$ cat config.mk
export PLATFORM = sky130hd
export DESIGN_NAME = uart_dmem_loader
export DESIGN_NICKNAME = d
export VERILOG_FILES = /design/src/rtl/uart_dmem_loader_pkg.sv /design/src/rtl/uart_rx_byte.sv /design/src/rtl/uart_dmem_loader.sv
export SDC_FILE = /design/constraint.sdc
export NUM_CORES = 1
export LEC_CHECK = 0
export BUFFER_PORTS_ARGS = -buffer_cell sky130_fd_sc_hd__buf_2
export CAP_MARGIN = 20
export CORE_MARGIN = 8
export CORE_UTILIZATION = 61
export DETAILED_ROUTE_END_ITERATION = 10
export HOLD_SLACK_MARGIN = 0.15
export PLACE_DENSITY_LB_ADDON = 0.08
export SYNTH_ARGS = -nofsm -noshare
export SYNTH_HDL_FRONTEND = slang
export SYNTH_SLANG_ARGS = --single-unit
export TNS_END_PERCENT = 5
$ cat constraint.sdc
create_clock -name clk_o -period 6.6 [get_ports clk_o]
set_input_delay 0.99 -clock clk_o [delete_from_list [all_inputs] [get_ports clk_o]]
set_output_delay 0.99 -clock clk_o [all_outputs]
set_load 0.01 [all_outputs]
$ cat src/rtl/uart_dmem_loader_pkg.sv
// Shared types and constants for the UART data-memory boot loader.
// Latency: n/a (declarations only).
// Backpressure: n/a (declarations only).
package loader_pkg;

  // Frame-level states of the loader.
  typedef enum logic [2:0] {
    LEN_LO,
    LEN_HI,
    DATA,
    WRITE,
    CHK,
    DONE,
    ERROR
  } loader_state_t;

  // Bit-level states of the UART receiver.
  typedef enum logic [1:0] {
    RX_IDLE,
    RX_START,
    RX_BITS,
    RX_STOP
  } rx_state_t;

  localparam int BYTES_PER_WORD = 4;
  localparam int LEN_W          = 16;

endpackage

$ cat src/rtl/uart_rx_byte.sv
// UART 8N1 byte receiver: 2-flop synchronizer, start-bit validation, centre sampling.
// Latency: rx_valid/rx_ferr pulse one cycle after the stop-bit centre sample.
// Backpressure: none; each byte is a single-cycle pulse the consumer must take.
module uart_rx_byte
  import loader_pkg::*;
#(
  parameter int CLKS_PER_BIT = 868
) (
  input  logic       clk_o,
  input  logic       reset,
  input  logic       rx,
  output logic       rx_valid,
  output logic [7:0] rx_data,
  output logic       rx_ferr
);

  localparam int CNT_W = $clog2(CLKS_PER_BIT);
  localparam logic [CNT_W-1:0] HALF_LAST = CNT_W'(CLKS_PER_BIT / 2 - 1);
  localparam logic [CNT_W-1:0] FULL_LAST = CNT_W'(CLKS_PER_BIT - 1);

  logic             rx_meta;
  logic             rx_sync;
  logic             rx_prev;
  rx_state_t        state;
  rx_state_t        state_nxt;
  logic [CNT_W-1:0] cnt;
  logic [CNT_W-1:0] cnt_nxt;
  logic [2:0]       bit_idx;
  logic [2:0]       bit_idx_nxt;
  logic [7:0]       shift;
  logic [7:0]       shift_nxt;
  logic             valid_nxt;
  logic             ferr_nxt;
  logic [7:0]       data_nxt;

  // Bring the asynchronous line into the clock domain; rx_prev gives edge detection.
  always_ff @(posedge clk_o) begin
    if (!reset) begin
      rx_meta <= 1'b1;
      rx_sync <= 1'b1;
      rx_prev <= 1'b1;
    end else begin
      rx_meta <= rx;
      rx_sync <= rx_meta;
      rx_prev <= rx_sync;
    end
  end

  // Bit FSM state and datapath registers.
  always_ff @(posedge clk_o) begin
    if (!reset) begin
      state    <= RX_IDLE;
      cnt      <= '0;
      bit_idx  <= '0;
      shift    <= '0;
      rx_valid <= 1'b0;
      rx_ferr  <= 1'b0;
      rx_data  <= '0;
    end else begin
      state    <= state_nxt;
      cnt      <= cnt_nxt;
      bit_idx  <= bit_idx_nxt;
      shift    <= shift_nxt;
      rx_valid <= valid_nxt;
      rx_ferr  <= ferr_nxt;
      rx_data  <= data_nxt;
    end
  end

  // Next-state: a start is only accepted if the line is still low half a bit later.
  always_comb begin
    state_nxt   = state;
    cnt_nxt     = cnt + 1'b1;
    bit_idx_nxt = bit_idx;
    shift_nxt   = shift;
    valid_nxt   = 1'b0;
    ferr_nxt    = 1'b0;
    data_nxt    = rx_data;
    case (state)
      RX_IDLE: begin
        cnt_nxt = '0;
        if (rx_prev && !rx_sync) state_nxt = RX_START;
      end
      RX_START: begin
        if (cnt == HALF_LAST) begin
          cnt_nxt     = '0;
          bit_idx_nxt = '0;
          state_nxt   = rx_sync ? RX_IDLE : RX_BITS;
        end
      end
      RX_BITS: begin
        if (cnt == FULL_LAST) begin
          cnt_nxt     = '0;
          shift_nxt   = {rx_sync, shift[7:1]};
          bit_idx_nxt = bit_idx + 3'd1;
          if (bit_idx == 3'd7) state_nxt = RX_STOP;
        end
      end
      RX_STOP: begin
        if (cnt == FULL_LAST) begin
          cnt_nxt   = '0;
          state_nxt = RX_IDLE;
          if (rx_sync) begin
            valid_nxt = 1'b1;
            data_nxt  = shift;
          end else begin
            ferr_nxt = 1'b1;
          end
        end
      end
      default: state_nxt = RX_IDLE;
    endcase
  end

endmodule

$ cat src/rtl/uart_dmem_loader.sv
// Boot loader: UART frame (LEN_LO, LEN_HI, 4*N LE bytes) -> one-cycle word writes to data memory.
// Latency: write pulse one cycle after the 4th byte of a word; DONE one cycle after the last write.
// Backpressure: none; memory accepts every pulse. Optional trailing XOR byte via LOADER_CHECKSUM_EN.
module uart_dmem_loader
  import loader_pkg::*;
#(
  parameter int CLKS_PER_BIT = 868,
  parameter int DEPTH        = 256
) (
  input  logic        clk_o,
  input  logic        reset,
  input  logic        uart_rx_i,
  output logic [31:0] addrS_LSU,
  output logic [31:0] store,
  output logic [3:0]  mask,
  output logic        wr_E,
  output logic        cs_E,
  output logic        Data_Memory_on,
  output logic        load_busy,
  output logic        load_err,
  output logic [15:0] words_loaded
);

  logic             rx_valid;
  logic [7:0]       rx_data;
  logic             rx_ferr;
  loader_state_t    state;
  loader_state_t    state_nxt;
  logic [LEN_W-1:0] len;
  logic [LEN_W-1:0] n_full;
  logic [1:0]       byte_idx;
  logic             last_byte;
  logic             last_word;

`ifdef LOADER_CHECKSUM_EN
  logic [7:0] csum;
  localparam loader_state_t AFTER_LAST = CHK;
`else
  localparam loader_state_t AFTER_LAST = DONE;
`endif

  uart_rx_byte #(
    .CLKS_PER_BIT(CLKS_PER_BIT)
  ) u_rx (
    .clk_o   (clk_o),
    .reset   (reset),
    .rx      (uart_rx_i),
    .rx_valid(rx_valid),
    .rx_data (rx_data),
    .rx_ferr (rx_ferr)
  );

  assign n_full    = {rx_data, len[7:0]};
  assign last_byte = (byte_idx == 2'(BYTES_PER_WORD - 1));
  assign last_word = ((words_loaded + 16'd1) == len);

  // Frame state register.
  always_ff @(posedge clk_o) begin
    if (!reset) state <= LEN_LO;
    else        state <= state_nxt;
  end

  // Frame sequencing; DONE and ERROR are terminal until reset.
  always_comb begin
    state_nxt = state;
    case (state)
      LEN_LO: begin
        if (rx_ferr)       state_nxt = ERROR;
        else if (rx_valid) state_nxt = LEN_HI;
      end
      LEN_HI: begin
        if (rx_ferr) begin
          state_nxt = ERROR;
        end else if (rx_valid) begin
          if (n_full == '0)                 state_nxt = AFTER_LAST;
          else if (n_full > LEN_W'(DEPTH))  state_nxt = ERROR;
          else                              state_nxt = DATA;
        end
      end
      DATA: begin
        if (rx_ferr)                     state_nxt = ERROR;
        else if (rx_valid && last_byte)  state_nxt = WRITE;
      end
      WRITE: state_nxt = last_word ? AFTER_LAST : DATA;
`ifdef LOADER_CHECKSUM_EN
      CHK: begin
        if (rx_ferr)       state_nxt = ERROR;
        else if (rx_valid) state_nxt = (rx_data == csum) ? DONE : ERROR;
      end
`endif
      DONE:    state_nxt = DONE;
      ERROR:   state_nxt = ERROR;
      default: state_nxt = LEN_LO;
    endcase
  end

  // Memory port strobes and status flags are pure decodes of the state.
  always_comb begin
    wr_E           = (state == WRITE);
    cs_E           = (state != WRITE);
    mask           = (state == WRITE) ? 4'hF : 4'h0;
    Data_Memory_on = (state == DONE);
    load_err       = (state == ERROR);
    load_busy      = (state inside {LEN_HI, DATA, WRITE, CHK});
  end

  // Length capture, word assembly and write address; address/data hold between writes.
  always_ff @(posedge clk_o) begin
    if (!reset) begin
      len          <= '0;
      byte_idx     <= '0;
      store        <= '0;
      addrS_LSU    <= '0;
      words_loaded <= '0;
    end else begin
      case (state)
        LEN_LO: if (rx_valid) len[7:0] <= rx_data;
        LEN_HI: if (rx_valid) len[LEN_W-1:8] <= rx_data;
        DATA: begin
          if (rx_valid) begin
            store[{byte_idx, 3'b000} +: 8] <= rx_data;
            byte_idx                       <= byte_idx + 2'd1;
            if (last_byte) addrS_LSU <= 32'(words_loaded);
          end
        end
        WRITE: begin
          words_loaded <= words_loaded + 16'd1;
          byte_idx     <= '0;
        end
        default: ;
      endcase
    end
  end

`ifdef LOADER_CHECKSUM_EN
  // Running XOR over data bytes only; length bytes never reach DATA.
  always_ff @(posedge clk_o) begin
    if (!reset)                          csum <= '0;
    else if (state == DATA && rx_valid)  csum <= csum ^ rx_data;
  end
`endif

endmodule

==> impl_metrics.prom <==
# TYPE chip_impl_metric gauge
chip_impl_metric{name="number_of_flops_mapped_to_enable_cells_by_yosys",unit=""} 0
chip_impl_info{name="synth_area_leaders",value="sky130_fd_sc_hd__dfxtp_1 44%, sky130_fd_sc_hd__nand2_1 8.5%, sky130_fd_sc_hd__a21oi_1 6.5%, sky130_fd_sc_hd__nor2_1 4.6%, sky130_fd_sc_hd__nand3_1 3.7%"} 1
chip_impl_metric{name="number_of_antenna_violations_at_the_first_check_in_global_routing",unit=""} 0
chip_impl_metric{name="hold_violations",unit=""} 0
chip_impl_info{name="worstReg2RegStart",value="u_rx.cnt[0]"} 1
chip_impl_metric{name="syn-cell-area",unit="um^2"} 5557
chip_impl_info{name="worstSetupEndpointType",value="primary output"} 1
chip_impl_metric{name="clock-sinks",unit=""} 121
chip_impl_metric{name="yosys_warnings",unit=""} 0
chip_impl_metric{name="clock-skew-final",unit="ns"} 0.01256
chip_impl_metric{name="timing.setup.tns",unit="ns"} 0
chip_impl_metric{name="timing.final.crit_share",unit=""} 0.4988
chip_impl_metric{name="yosys_register_bits",unit=""} 121
chip_impl_metric{name="routed_via_density",unit=""} 5.719
chip_impl_metric{name="routabilityCongestion",unit=""} 0.9260
chip_impl_metric{name="chipHeight",unit="um"} 111.4
chip_impl_info{name="hold-path-endpoint",value="u_rx.rx_sync"} 1
chip_impl_metric{name="maxCapViolCount",unit=""} 0
chip_impl_metric{name="cts.repair_timing.setup_buffer_count",unit=""} 0
chip_impl_metric{name="layout-drive-gt1-share",unit=""} 0.1537
chip_impl_metric{name="hold_slack",unit="ns"} 0.4176
chip_impl_metric{name="netSwitchingFraction",unit=""} 0.2091
chip_impl_metric{name="ctsResizeCount",unit=""} 0
chip_impl_metric{name="grt_first_pass_wirelength",unit="mm"} 22.43
chip_impl_metric{name="cts_inserted_buffers",unit=""} 17
chip_impl_metric{name="io_pins",unit=""} 92
chip_impl_metric{name="wire_per_inst",unit="um"} 15.97
chip_impl_metric{name="synth_cell_types",unit=""} 56
chip_impl_metric{name="nNetsFinal",unit=""} 748
chip_impl_metric{name="timing_max_transition_violations_final",unit=""} 0
chip_impl_metric{name="fmaxAchievable",unit="GHz"} 0.3038
chip_impl_metric{name="cts.path.max_buffers",unit=""} 2
chip_impl_metric{name="synthCells",unit=""} 686
chip_impl_metric{name="cp.arrival",unit="ns"} 2.30
chip_impl_metric{name="worst-endpoint-required",unit="ns"} 5.61
chip_impl_metric{name="cp_max_fo",unit=""} 13
chip_impl_info{name="most_instantiated_flip_flop_cell_in_the_synthesis_netlist",value="sky130_fd_sc_hd__dfxtp_1"} 1
chip_impl_metric{name="grt_util_all_layers",unit=""} 0.2162
chip_impl_metric{name="power.clock.fraction",unit=""} 0.561
chip_impl_info{name="worstHoldPathType",value="register to register"} 1
chip_impl_metric{name="rrSetupSlack",unit="ns"} 3.89
chip_impl_metric{name="power_report.internal_total",unit="uW"} 1351
chip_impl_info{name="synth_top_area_cell",value="sky130_fd_sc_hd__dfxtp_1"} 1
chip_impl_metric{name="antenna_cells_inserted",unit=""} 0
chip_impl_metric{name="start_util",unit=""} 0.6160
chip_impl_metric{name="worstMarginPinSlew",unit="ns"} 1.163
chip_impl_metric{name="worst_skew_pair.late_latency",unit="ns"} 0.52
chip_impl_metric{name="wirelength",unit="mm"} 13.72
chip_impl_metric{name="slew_margin_rel",unit=""} 0.2234
chip_impl_metric{name="port-buffer-count",unit=""} 75
chip_impl_metric{name="powerDensity",unit="nW/um^2"} 265.9
chip_impl_metric{name="syn2layout_area_growth",unit="%"} 15.65
chip_impl_metric{name="post-synth-top-area-fraction",unit=""} 0.4359
chip_impl_metric{name="power.static_leakage",unit="uW"} 0.002505
chip_impl_metric{name="ir_worst_vdd",unit="uV"} 167.9
chip_impl_metric{name="postRouteAntennaNets",unit=""} 0
chip_impl_metric{name="clk_pin_slew_worst_setup_hold_paths",unit="ns"} 0.06
chip_impl_metric{name="fp-row-count",unit=""} 35
chip_impl_info{name="rr_endpoint",value="u_rx.shift[5]"} 1
chip_impl_metric{name="timing.final.setup_violations",unit=""} 0
chip_impl_metric{name="die-width",unit="um"} 111.4
chip_impl_info{name="timing.hold.worst.start",value="u_rx.rx_meta"} 1
chip_impl_info{name="grt_setup_unrepaired",value="no"} 1
chip_impl_info{name="setup.worst_path.class",value="register to primary output"} 1
chip_impl_info{name="setup.worst_path.start_class",value="register"} 1
chip_impl_metric{name="synth.avg_cell_area",unit="um^2"} 8.100
chip_impl_info{name="clk_root_buffer_cell",value="sky130_fd_sc_hd__clkbuf_8"} 1
chip_impl_metric{name="worst-r2r-cell-count",unit=""} 6
chip_impl_metric{name="finalCoreUtilization",unit=""} 0.7123
chip_impl_metric{name="period_needed",unit="ns"} 3.292
chip_impl_metric{name="grt_max_degree",unit=""} 71
chip_impl_metric{name="grt_pass1_vias",unit=""} 4584
chip_impl_info{name="status",value="finished, final reports clean"} 1
chip_impl_metric{name="post-route-drc-count",unit=""} 0
chip_impl_metric{name="holdPathStages",unit=""} 1
chip_impl_metric{name="ys_seq_area_frac",unit=""} 0.4359
chip_impl_metric{name="ctsHtreeMaxLevel",unit=""} 4
chip_impl_metric{name="seq_power_share",unit=""} 0.429
chip_impl_metric{name="detailedPlacementHpwl",unit="mm"} 9.337
chip_impl_metric{name="synthArstFlopShare",unit=""} 0
chip_impl_metric{name="drt_iter0_markers",unit=""} 361
chip_impl_info{name="cts_tree",value="built"} 1
chip_impl_metric{name="core_area",unit="um^2"} 9021
chip_impl_metric{name="drt_pass1_iterations",unit=""} 6
chip_impl_metric{name="cts_hold_buf",unit=""} 0
chip_impl_metric{name="vias",unit=""} 4913
chip_impl_metric{name="grt.overflow.total",unit=""} 0
chip_impl_metric{name="sw_power",unit="uW"} 357.3
chip_impl_metric{name="floorplan.die_area",unit="um^2"} 12420
chip_impl_metric{name="power.share.combinational",unit=""} 0.011
-- worst max path at each step --
stage / from / endpoint / slack [ns] / cells after the start
5_1_grt: state[2] / mask[1] / 3.19 / 4
4_1_cts: state[2] / mask[1] / 3.34 / 4
3_5_place_dp: state[2] / mask[1] / 3.89 / 4
3_3_place_gp: state[2] / mask[2] / 4.01 / 4
6_report: state[2] / mask[1] / 3.31 / 4
2_1_floorplan: words_loaded[0] / state[1] / 4.19 / 7
-- cell families after synthesis --
logic type | share of synthesized area
xor+xnor | 0.06125
fa+ha+maj | 0.02252
other cells | 0.0006749
flops | 0.4359
compound gates | 0.1191
mux | 0.03423
simple gates | 0.2594
buf+inv | 0.06688
-- registers in the layout (all words and copies together) (netlist names), named ones only --
register       flops
u_rx.rx_valid      1
u_rx.cnt          10
u_rx.rx_sync       1
u_rx.rx_ferr       1
addrS_LSU         16
u_rx.bit_idx       3
state              3
u_rx.rx_data       8
words_loaded      16
u_rx.rx_meta       1
u_rx.shift         8
len               16
byte_idx           2
u_rx.rx_prev       1
store             32
u_rx.state         1
-- cells in the final DEF, fill, tap and decap left out, types with 5 or more instances in the layout --
cell type                   netlist  final
sky130_fd_sc_hd__clkbuf_16        0     16
sky130_fd_sc_hd__buf_2            5     75
sky130_fd_sc_hd__xnor2_1         23     23
sky130_fd_sc_hd__ha_1            10     10
sky130_fd_sc_hd__nand3_1         41     41
sky130_fd_sc_hd__nand2b_1         5      5
sky130_fd_sc_hd__dfxtp_1        121    121
sky130_fd_sc_hd__nor3_1          12     12
sky130_fd_sc_hd__inv_1            8      8
sky130_fd_sc_hd__nor3b_1          7      7
sky130_fd_sc_hd__xor2_1          14     14
sky130_fd_sc_hd__a21oi_1         72     72
sky130_fd_sc_hd__nor2b_1          5      5
sky130_fd_sc_hd__nor4_1           8      8
sky130_fd_sc_hd__nand4_1          9      9
sky130_fd_sc_hd__nand2_1        126    126
sky130_fd_sc_hd__mux2i_1         19     19
sky130_fd_sc_hd__nor2_1          68     68
sky130_fd_sc_hd__and2_1           5      5
sky130_fd_sc_hd__conb_1           1     16
sky130_fd_sc_hd__or3_1            9      9
sky130_fd_sc_hd__o21ai_0          9      9
-- metal layers --
metal,share of wire,wire [um],vias to the layer above,track usage
li1,-,-,2407,-
met1,0.44,6010,2296,0.2656
met2,0.48,6529,185,0.3532
met3,0.068,935,25,0.06505
met4,0.017,240,0,0.07022
met5,0,0,-,0
-- synth_stat cells, types with 2 or more instances --
cell / n
sky130_fd_sc_hd__a21oi_1: 72
sky130_fd_sc_hd__a22oi_1: 4
sky130_fd_sc_hd__a31oi_1: 3
sky130_fd_sc_hd__and2_1: 5
sky130_fd_sc_hd__and3_1: 3
sky130_fd_sc_hd__and4_1: 3
sky130_fd_sc_hd__buf_1: 4
sky130_fd_sc_hd__buf_2: 5
sky130_fd_sc_hd__buf_4: 23
sky130_fd_sc_hd__clkbuf_1: 28
sky130_fd_sc_hd__clkinv_1: 2
sky130_fd_sc_hd__dfxtp_1: 121
sky130_fd_sc_hd__ha_1: 10
sky130_fd_sc_hd__inv_1: 8
sky130_fd_sc_hd__inv_2: 3
sky130_fd_sc_hd__mux2i_1: 19
sky130_fd_sc_hd__nand2_1: 126
sky130_fd_sc_hd__nand2b_1: 5
sky130_fd_sc_hd__nand3_1: 41
sky130_fd_sc_hd__nand4_1: 9
sky130_fd_sc_hd__nand4b_1: 2
sky130_fd_sc_hd__nor2_1: 68
sky130_fd_sc_hd__nor2b_1: 5
sky130_fd_sc_hd__nor3_1: 12
sky130_fd_sc_hd__nor3b_1: 7
sky130_fd_sc_hd__nor4_1: 8
sky130_fd_sc_hd__o2111ai_1: 2
sky130_fd_sc_hd__o211ai_1: 3
sky130_fd_sc_hd__o21a_1: 3
sky130_fd_sc_hd__o21ai_0: 9
sky130_fd_sc_hd__o2bb2ai_1: 2
sky130_fd_sc_hd__o31ai_1: 3
sky130_fd_sc_hd__or3_1: 9
sky130_fd_sc_hd__or4_1: 2
sky130_fd_sc_hd__xnor2_1: 23
sky130_fd_sc_hd__xor2_1: 14
-- power by group through the flow --
| stage | registers, uW | clock network, uW | logic (uW) |
|---|---|---|---|
| floorplan | 748 | 0 | 22.0 |
| global placement | 748 | 0 | 17.3 |
| detailed placement | 748 | 0 | 17.7 |
| CTS | 732 | 969 | 17.8 |
| global route | 732 | 1010 | 20.4 |
| finish | 732 | 958 | 18.3 |
-- worst max-delay path: stages (launching register included) --
cell and delay [ns]:
sky130_fd_sc_hd__dfxtp_1 0.55, sky130_fd_sc_hd__inv_2 0.13, sky130_fd_sc_hd__nand3_1 0.29, sky130_fd_sc_hd__clkinv_1 0.51
sky130_fd_sc_hd__buf_2 0.32
-- per-stage QoR --
stage               area, um^2  total power (uW)  instances  setup slack, ns
finish                    6426              1709        859            3.308
detailed placement        5812             766.0        827            3.894
global route              6426              1758        859            3.189
CTS                       6426              1719        859            3.339
global placement          5812             765.6        827            4.014
floorplan                 5613             769.8        701            4.192
-- layout make-up --
| cell class | instances | area, um^2 |
|---|---|---|
| Clock buffer | 19 | 421.7 |
| Clock inverter | 13 | 192.7 |
| Fill cell | 746 | 2595 |
| Inverter | 13 | 48.80 |
| Multi-Input combinational cell | 506 | 2819 |
| Sequential cell | 121 | 2422 |
| Tap cell | 111 | 138.9 |
| Timing Repair Buffer | 76 | 382.9 |
No activity file was read; power rests on OpenSTA's default activity.
